`config.mk`:
```
export PLATFORM = sky130hd
export DESIGN_NAME = dcache_axi_req_queue
export DESIGN_NICKNAME = d
export VERILOG_FILES = /design/src/rtl/dcache_axi_req_queue_pkg.sv /design/src/rtl/dcache_axi_req_queue_sync_fifo.sv /design/src/rtl/dcache_axi_req_queue.sv
export SDC_FILE = /design/constraint.sdc
export NUM_CORES = 1
export LEC_CHECK = 0
export BUFFER_PORTS_ARGS = -buffer_cell sky130_fd_sc_hd__buf_2
export CAP_MARGIN = 10
export CORE_ASPECT_RATIO = 0.7
export CORE_MARGIN = 2
export CORE_UTILIZATION = 50
export DETAILED_ROUTE_END_ITERATION = 10
export GPL_TIMING_DRIVEN = 0
export PLACE_DENSITY = 0.78
export REMOVE_ABC_BUFFERS = 1
export SLEW_MARGIN = 20
export SYNTH_ARGS = -nofsm -noshare
export SYNTH_HDL_FRONTEND = slang
export SYNTH_SLANG_ARGS = --single-unit
```
`constraint.sdc`:
```
create_clock -name clk -period 8.1 [get_ports clk]
set_input_delay 1.62 -clock clk [delete_from_list [all_inputs] [get_ports clk]]
set_output_delay 1.62 -clock clk [all_outputs]
set_load 0.03 [all_outputs]
```
`src/rtl/dcache_axi_req_queue_pkg.sv`:
```
// Shared types for the dcache-to-AXI request queue: the queued request record and the FSM state.
package dcache_axi_req_queue_pkg;

    localparam int unsigned ADDR_WIDTH     = 32;
    localparam int unsigned AXI_DATA_WIDTH = 32;
    localparam int unsigned AXI_STRB_WIDTH = AXI_DATA_WIDTH / 8;

    typedef struct packed {
        logic                      we;
        logic                      uncached;
        logic [ADDR_WIDTH-1:0]     addr;
        logic [2:0]                size;
        logic [AXI_DATA_WIDTH-1:0] wdata;
        logic [AXI_STRB_WIDTH-1:0] wstrb;
    } dcache_mem_req_t;

    typedef enum logic {
        StIdle,
        StWait
    } req_state_e;

endpackage

```
`src/rtl/dcache_axi_req_queue_sync_fifo.sv`:
```
// Synchronous FIFO with registered storage and a combinational head.
// Pushes while full and pops while empty are ignored.
module dcache_axi_req_queue_sync_fifo #(
    parameter int unsigned WIDTH = 8,
    parameter int unsigned DEPTH = 4
) (
    input  logic             clk_i,
    input  logic             rst_i,
    input  logic             push_i,
    input  logic [WIDTH-1:0] wdata_i,
    input  logic             pop_i,
    output logic [WIDTH-1:0] head_o,
    output logic             full_o,
    output logic             empty_o
);

    localparam int unsigned PtrW = $clog2(DEPTH);
    localparam int unsigned CntW = PtrW + 1;

    logic [WIDTH-1:0] mem_q [DEPTH];
    logic [PtrW-1:0]  wr_ptr_q, wr_ptr_d;
    logic [PtrW-1:0]  rd_ptr_q, rd_ptr_d;
    logic [CntW-1:0]  count_q, count_d;
    logic             do_push, do_pop;

    assign full_o  = (count_q == CntW'(DEPTH));
    assign empty_o = (count_q == '0);
    assign head_o  = mem_q[rd_ptr_q];

    // Push is gated on full alone: a same-cycle pop never frees a slot for a push.
    assign do_push = push_i & ~full_o;
    assign do_pop  = pop_i & ~empty_o;

    always_comb begin
        wr_ptr_d = wr_ptr_q;
        rd_ptr_d = rd_ptr_q;
        count_d  = count_q;
        if (do_push) begin
            wr_ptr_d = wr_ptr_q + PtrW'(1);
        end
        if (do_pop) begin
            rd_ptr_d = rd_ptr_q + PtrW'(1);
        end
        count_d = count_q + CntW'(do_push) - CntW'(do_pop);
    end

    always_ff @(posedge clk_i) begin
        if (rst_i) begin
            wr_ptr_q <= '0;
            rd_ptr_q <= '0;
            count_q  <= '0;
        end else begin
            wr_ptr_q <= wr_ptr_d;
            rd_ptr_q <= rd_ptr_d;
            count_q  <= count_d;
        end
    end

    always_ff @(posedge clk_i) begin
        if (do_push) begin
            mem_q[wr_ptr_q] <= wdata_i;
        end
    end

endmodule

```
`src/rtl/dcache_axi_req_queue.sv`:
```
// In-order request queue between the dcache and a single-beat AXI master: one request
// in flight at a time, completions returned as a registered one-cycle pulse.
module dcache_axi_req_queue
    import dcache_axi_req_queue_pkg::*;
#(
    parameter int unsigned DEPTH = 4,
    parameter int unsigned ID    = 0
) (
    input  logic                      clk,
    input  logic                      rst,

    input  logic                      req_valid,
    output logic                      req_ready,
    input  logic                      req_we,
    input  logic                      req_uncached,
    input  logic [ADDR_WIDTH-1:0]     req_addr,
    input  logic [2:0]                req_size,
    input  logic [AXI_DATA_WIDTH-1:0] req_wdata,
    input  logic [AXI_STRB_WIDTH-1:0] req_wstrb,

    output logic                      resp_valid,
    output logic                      resp_we,
    output logic [AXI_DATA_WIDTH-1:0] resp_data,
    output logic                      busy,

    output logic                      mst_new_request,
    output logic                      mst_we,
    output logic                      mst_uncached,
    output logic [ADDR_WIDTH-1:0]     mst_addr,
    output logic [2:0]                mst_size,
    output logic [AXI_DATA_WIDTH-1:0] mst_data_in,
    output logic [AXI_STRB_WIDTH-1:0] mst_wstrb,
    input  logic                      mst_ready,
    input  logic                      mst_rvalid,
    input  logic                      mst_wvalid,
    input  logic [AXI_DATA_WIDTH-1:0] mst_data_out
);

    // The master's AXI ID field is 16 bits wide.
    if (DEPTH < 2 || (DEPTH & (DEPTH - 1)) != 0 || ID > 32'hFFFF) begin : gen_param_err
        $error("dcache_axi_req_queue: DEPTH must be a power of two >= 2, ID must fit 16 bits");
    end

    localparam int unsigned ReqW = $bits(dcache_mem_req_t);

    dcache_mem_req_t           req_in, head;
    logic [ReqW-1:0]           head_bits;
    logic                      fifo_full, fifo_empty, fifo_pop;
    req_state_e                state_q, state_d;
    logic                      inflight_we_q, inflight_we_d;
    logic                      resp_valid_q, resp_valid_d;
    logic                      resp_we_q, resp_we_d;
    logic [AXI_DATA_WIDTH-1:0] resp_data_q, resp_data_d;
    logic                      rsp_done;

    assign req_in = '{
        we:       req_we,
        uncached: req_uncached,
        addr:     req_addr,
        size:     req_size,
        wdata:    req_wdata,
        wstrb:    req_wstrb
    };

    dcache_axi_req_queue_sync_fifo #(
        .WIDTH (ReqW),
        .DEPTH (DEPTH)
    ) u_fifo (
        .clk_i   (clk),
        .rst_i   (rst),
        .push_i  (req_valid),
        .wdata_i (req_in),
        .pop_i   (fifo_pop),
        .head_o  (head_bits),
        .full_o  (fifo_full),
        .empty_o (fifo_empty)
    );

    assign head = dcache_mem_req_t'(head_bits);

    // Only the pulse matching the in-flight direction completes it; the other is ignored.
    assign rsp_done = (state_q == StWait) && (inflight_we_q ? mst_wvalid : mst_rvalid);

    always_ff @(posedge clk) begin
        if (rst) begin
            state_q <= StIdle;
        end else begin
            state_q <= state_d;
        end
    end

    always_comb begin
        state_d = state_q;
        unique case (state_q)
            StIdle: if (!fifo_empty && mst_ready) state_d = StWait;
            StWait: if (rsp_done) state_d = StIdle;
            default: state_d = StIdle;
        endcase
    end

    always_comb begin
        mst_new_request = (state_q == StIdle) && !fifo_empty && mst_ready;
        fifo_pop        = mst_new_request;
        mst_we          = head.we;
        mst_uncached    = head.uncached;
        mst_addr        = head.addr;
        mst_size        = head.size;
        mst_data_in     = head.wdata;
        mst_wstrb       = head.wstrb;
    end

    always_comb begin
        inflight_we_d = inflight_we_q;
        resp_valid_d  = rsp_done;
        resp_we_d     = resp_we_q;
        resp_data_d   = resp_data_q;
        if (mst_new_request) begin
            inflight_we_d = head.we;
        end
        if (rsp_done) begin
            resp_we_d   = inflight_we_q;
            resp_data_d = inflight_we_q ? '0 : mst_data_out;
        end
    end

    always_ff @(posedge clk) begin
        if (rst) begin
            inflight_we_q <= 1'b0;
            resp_valid_q  <= 1'b0;
            resp_we_q     <= 1'b0;
            resp_data_q   <= '0;
        end else begin
            inflight_we_q <= inflight_we_d;
            resp_valid_q  <= resp_valid_d;
            resp_we_q     <= resp_we_d;
            resp_data_q   <= resp_data_d;
        end
    end

    assign req_ready  = ~fifo_full;
    assign busy       = ~fifo_empty | (state_q == StWait);
    assign resp_valid = resp_valid_q;
    assign resp_we    = resp_we_q;
    assign resp_data  = resp_data_q;

endmodule
```
==> metrics.cfg <==
[sta]
worstMarginPinSlew_ns=0.911
fin_setup_tns_ns=0
period_minus_slack_ns=4.09
final.period_utilization=0.505
rsz0062_at_grt=false
slew_viol_final=0
relSlewSlack=0.392
finalHoldViolations=0
setup_slack_ns=4.01
setup_viol=0
finClkSkew_ns=0.0132
fmax_mhz=245

[detailed_routing]
drtIter0Drc=459
drc_errors=0
drtAntennaViolNets=0
wl_per_cell_um=20.7
vias=6332
wl_mm=24.3
firstDrtPassIters=4
viasPerCell=5.39

[cells_and_area]
multi_input_area_um2=2460
final_nets=941
seqCellArea_um2=9680
design_area_um2=14900
final_cells=1175
area_growth_syn_to_layout_pct=20.7
utilization=0.609
num-fill-cells=1762
drive_gt1_frac=0.417

[floorplan]
row_count=48
start_util=0.505
die_area_um2=26000
top_level_ports=221
coreArea_um2=24400
die_width_um=192
die_y_um=135

[critical_path]
slowest_delay_ns=0.57
worstPathMaxFanout=34
crit_family=buffers and inverters
arrival_ns=2.47
worstSetupEndpointType=primary output
path_class=reg2out
start_kind=flop
crit_slowest_cell=mux4_2
required_ns=6.48
path_buf_inv=3
cp_common_cell=buf_16
crit_chain=buf_16, buf_16, mux4_2, buf_2

[global_routing]
grt_max_degree=46
grt_use_total=0.185
grt_first_pass_wirelength_mm=36.6
grt_antenna_before_repair=4
grt-ovfl-total=0
grt_pass1_vias=6549

[synthesis]
synth_top_area_frac=0.711
synth_area_leader_cell=edfxtp_1
synth_edf_count=292
yosys.cell_types.count=33
synthTopCellsByArea=edfxtp_1 (71%), mux4_2 (13%), dfxtp_1 (7.3%), a21oi_1 (1.5%), o21ai_0 (1.2%)
ys_seq_area_frac=0.784
ys.flop_type=edfxtp_1
synth_area_um2=12300
synth.most_common_cell=edfxtp_1
synth_common_cells=edfxtp_1 (292), mux4_2 (73), dfxtp_1 (45), a21oi_1 (37), nand2_1 (33)
avgSynthCellArea_um2=20.8
yosys_warnings=0
ys_ff_latch=337
synthCells=594
synth-async-reset-ratio=0

[power_and_ir_drop]
p_per_area_nw_per_um2=314
p_comb_frac=0.232
switchingPower_mw=1.36
swShare=0.290
p_leak_nw=5.15
seqPwrFrac=0.456
pwr-share-clk=0.312
ir_drop_mv=0.261
intPower_mw=3.32

[clocking]
cts_sinks=337
cts_root_buf=clkbuf_16
holdBufCountCts=0
clk-insertion-delay-late_ns=0.55
cts-buffers-inserted=31
clk_path_buf_depth=3
htreeDepth=1
cts_tree=built
path_clk_slew_ns=0.06
cts_resized=0
cts_setup_buffers=0

[flow_run]
drv_cap=0

[placement]
placed_cell_area_um2=13800
gp_congestion=0.711
place_inst=1115
place_ws_ns=4.38
numPortBuffers=220
hpwl_mm=15.3

[status]
status=complete, no violations

[worst_hold_path]
hold_path_class=reg2reg

## kinds of logic (layout without fill, tap and decap cells)
kind of cell | count (synthesis) | in the layout | share of synthesized area
AND/OR/NAND/NOR | 58 | 58 | 0.0222
AO/OA/AOI/OAI | 76 | 76 | 0.0319
multiplexers | 74 | 74 | 0.134
adder cells (fa/ha/maj) | 7 | 7 | 0.00771
buffers and inverters | 41 | 293 | 0.0190
other | 0 | 4 | 0
flip-flops | 337 | 337 | 0.784
XOR/XNOR | 1 | 1 | 0.000710
## metal layers
layer / track usage / wire (um)
met5: 0 / 0
met4: 0.0359 / 359
met3: 0.0609 / 1870
met2: 0.292 / 11500
met1: 0.257 / 10600
## path summary, 6_finish.rpt
check	start	to	slack [ns]	depth (start not counted)
worst max register to register	u_fifo.count_q[1]	u_fifo.count_q[2]	5.66	10
worst min register to register	resp_we	resp_we	0.46	2
worst min-delay path	resp_we	resp_we	0.46	2
worst max-delay path	flop	mst_data_in[11]	4.01	4
## final cells by class
cell class / count / share of cell area
Antenna cell: 4 / 0.000673
Clock buffer: 36 / 0.0534
Timing Repair Buffer: 227 / 0.0854
Multi-Input combinational cell: 216 / 0.165
Tap cell: 325 / 0.0273
Sequential cell: 337 / 0.650
Inverter: 10 / 0.00252
Clock inverter: 20 / 0.0153
## state kept, by name (all words and copies together), names as in the netlist, named ones only
| register | flops |
|---|---|
| u_fifo.mem_q | 292 |
| resp_data | 32 |
| u_fifo.count_q | 3 |
| u_fifo.rd_ptr_q | 2 |
| u_fifo.wr_ptr_q | 2 |
| inflight_we_q | 1 |
| resp_valid | 1 |
| resp_we | 1 |
| state_q | 1 |
## layout by cell type, fill, tap and decap left out, drive strengths merged
cell | Yosys | layout
and3b | 1 | 1
nand3 | 2 | 2
fa | 1 | 1
nor2 | 7 | 7
and2 | 1 | 1
o21ai | 35 | 35
o2bb2ai | 1 | 1
inv | 10 | 12
or3 | 1 | 1
or4 | 1 | 1
bufinv | 0 | 5
clkinvlp | 0 | 2
nand2 | 33 | 33
a21oi | 37 | 37
nor3b | 1 | 1
mux2i | 1 | 1
diode | 0 | 4
a211oi | 1 | 1
xor2 | 1 | 1
o31ai | 1 | 1
nor3 | 3 | 3
ha | 6 | 6
clkinv | 0 | 11
a2bb2oi | 1 | 1
edfxtp | 292 | 292
clkbuf | 11 | 36
dfxtp | 45 | 45
mux4 | 73 | 73
and3 | 4 | 4
nand2b | 3 | 3
nor2b | 1 | 1
buf | 20 | 227
## power groups by stage
stage,Sequential [mW],Combinational (mW),Clock (mW)
floorplan,2.23,0.690,0
global placement,2.25,1.02,0
detailed placement,2.17,1.10,0
CTS,2.13,1.11,1.49
global route,2.15,1.16,1.55
finish,2.13,1.09,1.46
## worst register-to-register path, delay by kind of cell, from the launching register on
family	cells	cell delay (ns)
adder cells (fa/ha/maj)	3	0.84
AND/OR/NAND/NOR	4	0.81
flip-flops	1	0.36
XOR/XNOR	1	0.18
buffers and inverters	2	0.11
## metrics by stage
stage | hold WS (ns) | power (mW)
floorplan | 0.445 | 2.92
global placement | 0.442 | 3.26
detailed placement | 0.457 | 3.27
CTS | 0.468 | 4.73
global route | 0.490 | 4.86
finish | 0.464 | 4.68
Note: power is estimated with default switching activity, not from simulation.
